### config.mk
export PLATFORM = sky130hd
export DESIGN_NAME = ifu_mem_arbiter
export DESIGN_NICKNAME = d
export VERILOG_FILES = /design/src/rtl/ifu_pkg.sv /design/src/rtl/ifu_arb_timer.sv /design/src/rtl/ifu_mem_arbiter.sv
export SDC_FILE = /design/constraint.sdc
export NUM_CORES = 1
export LEC_CHECK = 0
export BUFFER_PORTS_ARGS = -buffer_cell sky130_fd_sc_hd__buf_2
export CORE_UTILIZATION = 50
export DETAILED_ROUTE_END_ITERATION = 8
export PLACE_DENSITY = 0.95
export SYNTH_ARGS = -nofsm -noshare
export SYNTH_HDL_FRONTEND = slang
export SYNTH_SLANG_ARGS = --single-unit
### constraint.sdc
create_clock -name Clock -period 5.15 [get_ports Clock]
set_input_delay 0.7725 -clock Clock [delete_from_list [all_inputs] [get_ports Clock]]
set_output_delay 0.7725 -clock Clock [all_outputs]
set_load 0.01 [all_outputs]
### src/rtl/ifu_pkg.sv
// Shared types and widths for the IFU memory-port arbiter.
package ifu_pkg;

  localparam int unsigned TAG_WIDTH  = 8;
  localparam int unsigned LINE_WIDTH = 64;

  typedef enum logic [1:0] {
    IDLE = 2'd0,
    REQ  = 2'd1,
    WAIT = 2'd2
  } ifu_arb_state_t;

  typedef struct packed {
    logic [TAG_WIDTH-1:0]  tag;
    logic [LINE_WIDTH-1:0] line;
    logic                  is_pf;
  } ifu_mem_rsp_t;

endpackage

### src/rtl/ifu_arb_timer.sv
// Response-wait timer: cleared while not waiting, counts while waiting,
// flags the last cycle of the wait window.
module ifu_arb_timer #(
  parameter int unsigned CYCLES = 64
) (
  input  logic clk,
  input  logic rst,
  input  logic clear,
  input  logic count_en,
  output logic expire_c
);

  localparam int unsigned TW = (CYCLES > 1) ? $clog2(CYCLES) : 1;
  localparam logic [TW-1:0] LAST = TW'(CYCLES - 1);

  logic [TW-1:0] count_q;
  logic [TW-1:0] count_d;

  // Next count: clear has priority over counting.
  always_comb begin
    count_d = count_q;
    if (clear) begin
      count_d = '0;
    end else if (count_en) begin
      count_d = count_q + TW'(1);
    end
  end

  // Count register.
  always_ff @(posedge clk) begin
    if (rst) begin
      count_q <= '0;
    end else begin
      count_q <= count_d;
    end
  end

  assign expire_c = count_en && (count_q == LAST);

endmodule

### src/rtl/ifu_mem_arbiter.sv
// Shares the IFU memory port between demand misses and next-line prefetch:
// one transaction in flight, demand first, timeout with bounded re-issue.
module ifu_mem_arbiter
  import ifu_pkg::*;
#(
  parameter int unsigned TIMEOUT_CYCLES = 64,
  parameter int unsigned MAX_RETRY      = 3,
  parameter int unsigned PF_ENABLE      = 1
) (
  input  logic                  Clock,
  input  logic                  Rst,
  input  logic [TAG_WIDTH-1:0]  dmd_reqTagIn,
  input  logic                  dmd_reqValidIn,
  input  logic [TAG_WIDTH-1:0]  pf_reqTagIn,
  input  logic                  pf_reqValidIn,
  output logic                  pf_reqReadyOut,
  output logic [TAG_WIDTH-1:0]  mem_reqTagOut,
  output logic                  mem_reqValidOut,
  input  logic                  mem_reqReadyIn,
  input  logic [TAG_WIDTH-1:0]  mem_rspTagIn,
  input  logic [LINE_WIDTH-1:0] mem_rspInsLineIn,
  input  logic                  mem_rspValidIn,
  output logic [TAG_WIDTH-1:0]  cache_rspTagOut,
  output logic [LINE_WIDTH-1:0] cache_rspLineOut,
  output logic                  cache_rspValidOut,
  output logic                  cache_rspIsPfOut,
  output logic                  busyOut,
  output logic                  timeoutErrOut
);

  localparam int unsigned   RW          = (MAX_RETRY > 0) ? $clog2(MAX_RETRY + 1) : 1;
  localparam logic [RW-1:0] RETRY_LIMIT = RW'(MAX_RETRY);
  localparam logic          PF_ON       = (PF_ENABLE != 0);

  ifu_arb_state_t       state_q, state_d;
  logic [TAG_WIDTH-1:0] tag_q, tag_d;
  logic                 is_pf_q, is_pf_d;
  logic [RW-1:0]        retry_q, retry_d;
  logic                 req_valid_q, req_valid_d;
  logic                 pf_ready_q, pf_ready_d;
  ifu_mem_rsp_t         rsp_q, rsp_d;
  logic                 rsp_valid_q, rsp_valid_d;
  logic                 err_q, err_d;
  logic                 busy_q, busy_d;

  logic timer_expire_c;
  logic dmd_echo_c;
  logic dmd_go_c;
  logic pf_go_c;
  logic rsp_match_c;
  logic promote_c;

  ifu_arb_timer #(
    .CYCLES (TIMEOUT_CYCLES)
  ) u_timer (
    .clk      (Clock),
    .rst      (Rst),
    .clear    (state_q != WAIT),
    .count_en (state_q == WAIT),
    .expire_c (timer_expire_c)
  );

  // Request qualification: a demand for the line being delivered right now is an echo.
  always_comb begin
    dmd_echo_c  = rsp_valid_q && (dmd_reqTagIn == rsp_q.tag);
    dmd_go_c    = dmd_reqValidIn && !dmd_echo_c;
    pf_go_c     = PF_ON && pf_reqValidIn;
    rsp_match_c = mem_rspValidIn && (mem_rspTagIn == tag_q);
    promote_c   = dmd_reqValidIn && (dmd_reqTagIn == tag_q) && is_pf_q;
  end

  // Next-state and registered-output computation.
  always_comb begin
    state_d     = state_q;
    tag_d       = tag_q;
    is_pf_d     = is_pf_q;
    retry_d     = retry_q;
    req_valid_d = req_valid_q;
    pf_ready_d  = 1'b0;
    rsp_d       = rsp_q;
    rsp_valid_d = 1'b0;
    err_d       = err_q;

    case (state_q)
      IDLE: begin
        retry_d     = '0;
        req_valid_d = 1'b0;
        if (dmd_go_c) begin
          tag_d       = dmd_reqTagIn;
          is_pf_d     = 1'b0;
          req_valid_d = 1'b1;
          state_d     = REQ;
          // Prefetch of the same line is redundant: consume and drop it.
          if (pf_go_c && (pf_reqTagIn == dmd_reqTagIn)) begin
            pf_ready_d = 1'b1;
          end
        end else if (pf_go_c) begin
          tag_d       = pf_reqTagIn;
          is_pf_d     = 1'b1;
          pf_ready_d  = 1'b1;
          req_valid_d = 1'b1;
          state_d     = REQ;
        end
      end

      REQ: begin
        req_valid_d = 1'b1;
        if (mem_reqReadyIn) begin
          req_valid_d = 1'b0;
          state_d     = WAIT;
        end
      end

      WAIT: begin
        req_valid_d = 1'b0;
        if (promote_c) begin
          is_pf_d = 1'b0;
        end
        if (rsp_match_c) begin
          rsp_d.tag   = mem_rspTagIn;
          rsp_d.line  = mem_rspInsLineIn;
          rsp_d.is_pf = is_pf_q && !promote_c;
          rsp_valid_d = 1'b1;
          retry_d     = '0;
          state_d     = IDLE;
        end else if (timer_expire_c) begin
          if (retry_q < RETRY_LIMIT) begin
            retry_d     = retry_q + RW'(1);
            req_valid_d = 1'b1;
            state_d     = REQ;
          end else begin
            err_d   = 1'b1;
            retry_d = '0;
            state_d = IDLE;
          end
        end
      end

      default: begin
        req_valid_d = 1'b0;
        state_d     = IDLE;
      end
    endcase

    busy_d = (state_d != IDLE);
  end

  // State and output registers.
  always_ff @(posedge Clock) begin
    if (Rst) begin
      state_q     <= IDLE;
      tag_q       <= '0;
      is_pf_q     <= 1'b0;
      retry_q     <= '0;
      req_valid_q <= 1'b0;
      pf_ready_q  <= 1'b0;
      rsp_q       <= '0;
      rsp_valid_q <= 1'b0;
      err_q       <= 1'b0;
      busy_q      <= 1'b0;
    end else begin
      state_q     <= state_d;
      tag_q       <= tag_d;
      is_pf_q     <= is_pf_d;
      retry_q     <= retry_d;
      req_valid_q <= req_valid_d;
      pf_ready_q  <= pf_ready_d;
      rsp_q       <= rsp_d;
      rsp_valid_q <= rsp_valid_d;
      err_q       <= err_d;
      busy_q      <= busy_d;
    end
  end

  assign pf_reqReadyOut    = pf_ready_q;
  assign mem_reqTagOut     = tag_q;
  assign mem_reqValidOut   = req_valid_q;
  assign cache_rspTagOut   = rsp_q.tag;
  assign cache_rspLineOut  = rsp_q.line;
  assign cache_rspValidOut = rsp_valid_q;
  assign cache_rspIsPfOut  = rsp_q.is_pf;
  assign busyOut           = busy_q;
  assign timeoutErrOut     = err_q;

endmodule
==> metrics.md <==
| Metric | Value |
|---|---|
| Run status | `completed` |
| CTS clk-pin slew, worst paths | `0.08 ns` |
| Reg area | `1940 µm²` |
| Worst Path Arrival | `2.91 ns` |
| Starting Density | `51.3%` |
| Clk root buf | `clkbuf_8` |
| Routed length per instance | `13.6 µm` |
| Final wirelength | `10100 µm` |
| Int Pwr | `1.01 mW` |
| Resize count post-CTS | `0` |
| Core area | `7690 µm²` |
| Critical Path, Cell by Cell | `buf_2 -> xnor2_1 -> nand3_1 -> or4_2 -> nand2_1 -> a21oi_1` |
| Comb pwr share | `10.8%` |
| Unrepaired setup endpoints after global routing | `false` |
| Dpl ws | `2.09 ns` |
| Worst stage delay on the critical path | `1.26 ns` |
| Final WS setup | `2.43 ns` |
| Number of flops mapped to enable cells by yosys | `0` |
| Pin count of the biggest net entering global routing | `91` |
| Switching power | `0.357 mW` |
| Layout area overhead | `26.1%` |
| I/O pins | `180` |
| Type of origin of the critical path | `input port` |
| Die X-Extent | `90.8 µm` |
| Cell Area, Synth | `3940 µm²` |
| Row count | `32` |
| TritonCTS clock tree | `yes` |
| P per Cell Area | `275 nW/µm²` |
| Vias in the first global route | `3653` |
| Max Clk Rate | `368 MHz` |
| Sequential area share after synthesis | `49.3%` |
| Crit path time final | `2.72 ns` |
| Worst-path fanout max | `73` |
| Layout cell share with drive strength beyond 1 | `31.2%` |
| Clock Skews | `0.0149 ns` |
| Die Span Y | `90.8 µm` |
| TNS Setup | `0 ns` |
| Max-cap violation count | `0` |
| Finished Layout Cells | `743` |
| Gr ovfl total | `0` |
| Post-synth ARST share | `0%` |
| Clk_lat worst skew | `0.35 ns` |
| Clock buffer depth | `2` |
| Slowest cell on the critical path | `or4_2` |
| H-tree Lvls | `3` |
| Hold Crit Class | `reg -> reg` |
| Setup-failing EPs final | `0` |
| Post-Syn Nets | `570` |
| Filler cells | `646` |
| Most common cell after layout, fill and taps aside | `buf_2` |
| Area occupied by multi-input gates | `1810 µm²` |
| Dpl cells | `727` |
| Iter 0 DRT Violations | `139` |
| DR vias | `3892` |
| CP Capture Type | `flip-flop` |
| Dpl hpwl | `7100 µm` |
| Maximum VDD drop | `167 µV` |
| Synth Instances | `474` |
| Drt pass-1 iters | `6` |
| Die area | `8240 µm²` |
| Relative slew slack | `14.0%` |
| Crit path depth | `6` |
| Syn Area/Cell | `8.32 µm²` |
| GPL Wtd Cong | `0.865` |
| Tot GR Track Use | `25.0%` |
| CP delay by family, top | `simple AND/OR/NAND/NOR gates` |
| CTS Buf Count | `9` |
| Postcts setup bufs | `0` |
| Placed standard-cell area | `4800 µm²` |
| Antenna viol nets, final | `0` |
| Post-synth cell types | `39` |
| Num Clock Sinks | `97` |
| Nets | `732` |
| Worst hold stages | `2` |
| Tcrit/Tclk final | `52.8%` |
| Post-route design area | `4970 µm²` |
| Seq pwr share | `57.1%` |
| Setup Crit Path Kind | `in -> reg` |
| Initial antenna violation count | `0` |
| CP Buf/Inv Count | `1` |
| Power share of the clock group | `32.1%` |
| First-pass GRT wire length | `16700 µm` |
| Drt via density | `5.24` |
| Number of warnings issued by yosys | `0` |
| Buffers on Ports | `179` |
| Worst Path Required | `5.34 ns` |
| Slew at the pin with the worst max-slew slack | `1.29 ns` |
| Reg2Reg Depth | `5` |
| Fin. max-slew vios | `0` |
| # DRC | `0` |
| Sw frac | `26.1%` |
| Most frequent cells in the layout | `buf_2 (179), nand2_1 (149), dfxtp_1 (97), a21oi_1 (85), xnor2_1 (20)` |
| Final Hold Viols | `0` |
| Total leakage power | `2.17 nW` |
| Synth Flop Type | `dfxtp_1` |
| Hold_buf cts | `0` |
| Antenna cell count | `0` |
| Synth Register Bits | `97` |
==> kinds of logic after synthesis <==
| group | Yosys count | share of synthesized area, % |
|---|---|---|
| and+or+nand+nor | 201 | 21.9 |
| AOI/OAI and AO/OA | 107 | 15.6 |
| DFF | 97 | 49.3 |
| xor gates and xnor gates | 35 | 7.78 |
| buffers and inverters | 32 | 4.79 |
| adders and majority gates | 2 | 0.635 |
==> state kept, by name (all words and copies together), names as in the netlist <==
register and flops:
timeoutErrOut 1, u_timer.count_q 6, cache_rspValidOut 1, busyOut 1
pf_reqReadyOut 1, state_q 2, cache_rspIsPfOut 1, retry_q 2
cache_rspLineOut 64, mem_reqValidOut 1, is_pf_q 1, mem_reqTagOut 8
cache_rspTagOut 8
==> power groups by stage <==
stage | Sequential (mW) | Clock (mW) | Combinational [mW]
floorplan | 0.797 | 0 | 0.0786
global route | 0.784 | 0.489 | 0.161
detailed placement | 0.798 | 0 | 0.146
global placement | 0.797 | 0 | 0.142
CTS | 0.781 | 0.450 | 0.147
finish | 0.781 | 0.439 | 0.148
==> cell usage after synthesis, drive strengths merged, types with 5 or more instances <==
| master | n | area, µm² |
|---|---|---|
| a21oi | 85 | 425 |
| buf | 19 | 140 |
| clkbuf | 11 | 41.3 |
| dfxtp | 97 | 1940 |
| nand2 | 149 | 559 |
| nand3 | 5 | 25.0 |
| nor2 | 18 | 67.6 |
| nor3 | 5 | 25.0 |
| o221a | 7 | 78.8 |
| xnor2 | 20 | 175 |
| xor2 | 15 | 131 |
==> worst reg2reg max path: cells and delay by family, from the launching register on <==
family                    cells  cell delay [ns]
and+or+nand+nor               3             1.77
DFF                           1             0.43
xor gates and xnor gates      1             0.15
AOI/OAI and AO/OA             1             0.09
==> area by class of cell <==
class                      count  share of cell area (%)
clock buffer                  10                    2.57
inverter                       2                   0.151
sequential                    97                    39.1
multi-input combinational    345                    36.5
tap                          102                    2.57
clock inverter                 6                   0.856
timing repair buffer         181                    18.3
==> stage by stage <==
step	util (%)	hold WS (ns)	total power [mW]
floorplan	-	0.418	0.876
global placement	62.5	0.427	0.940
detailed placement	62.5	0.442	0.944
CTS	64.7	0.455	1.38
global route	64.7	0.468	1.43
finish	64.7	0.452	1.37
==> per-layer routing <==
layer	share of wire (%)	wire length (µm)	GRT usage, %
met3	7.4	749	5.30
met5	0	0	0
met4	1.6	159	11.6
met2	50	5100	43.2
met1	41	4100	29.5
==> path summary, 6_finish.rpt <==
kind | slack [ns] | endpoint | start
setup reg to reg | 2.54 | cache_rspLineOut[7] | mem_reqTagOut[4]
setup / recovery | 2.43 | cache_rspLineOut[7] | mem_rspTagIn[4]
hold reg to reg | 0.45 | cache_rspIsPfOut | cache_rspIsPfOut
hold / removal | 0.45 | cache_rspIsPfOut | cache_rspIsPfOut
Power figures use the tool's default switching activity.
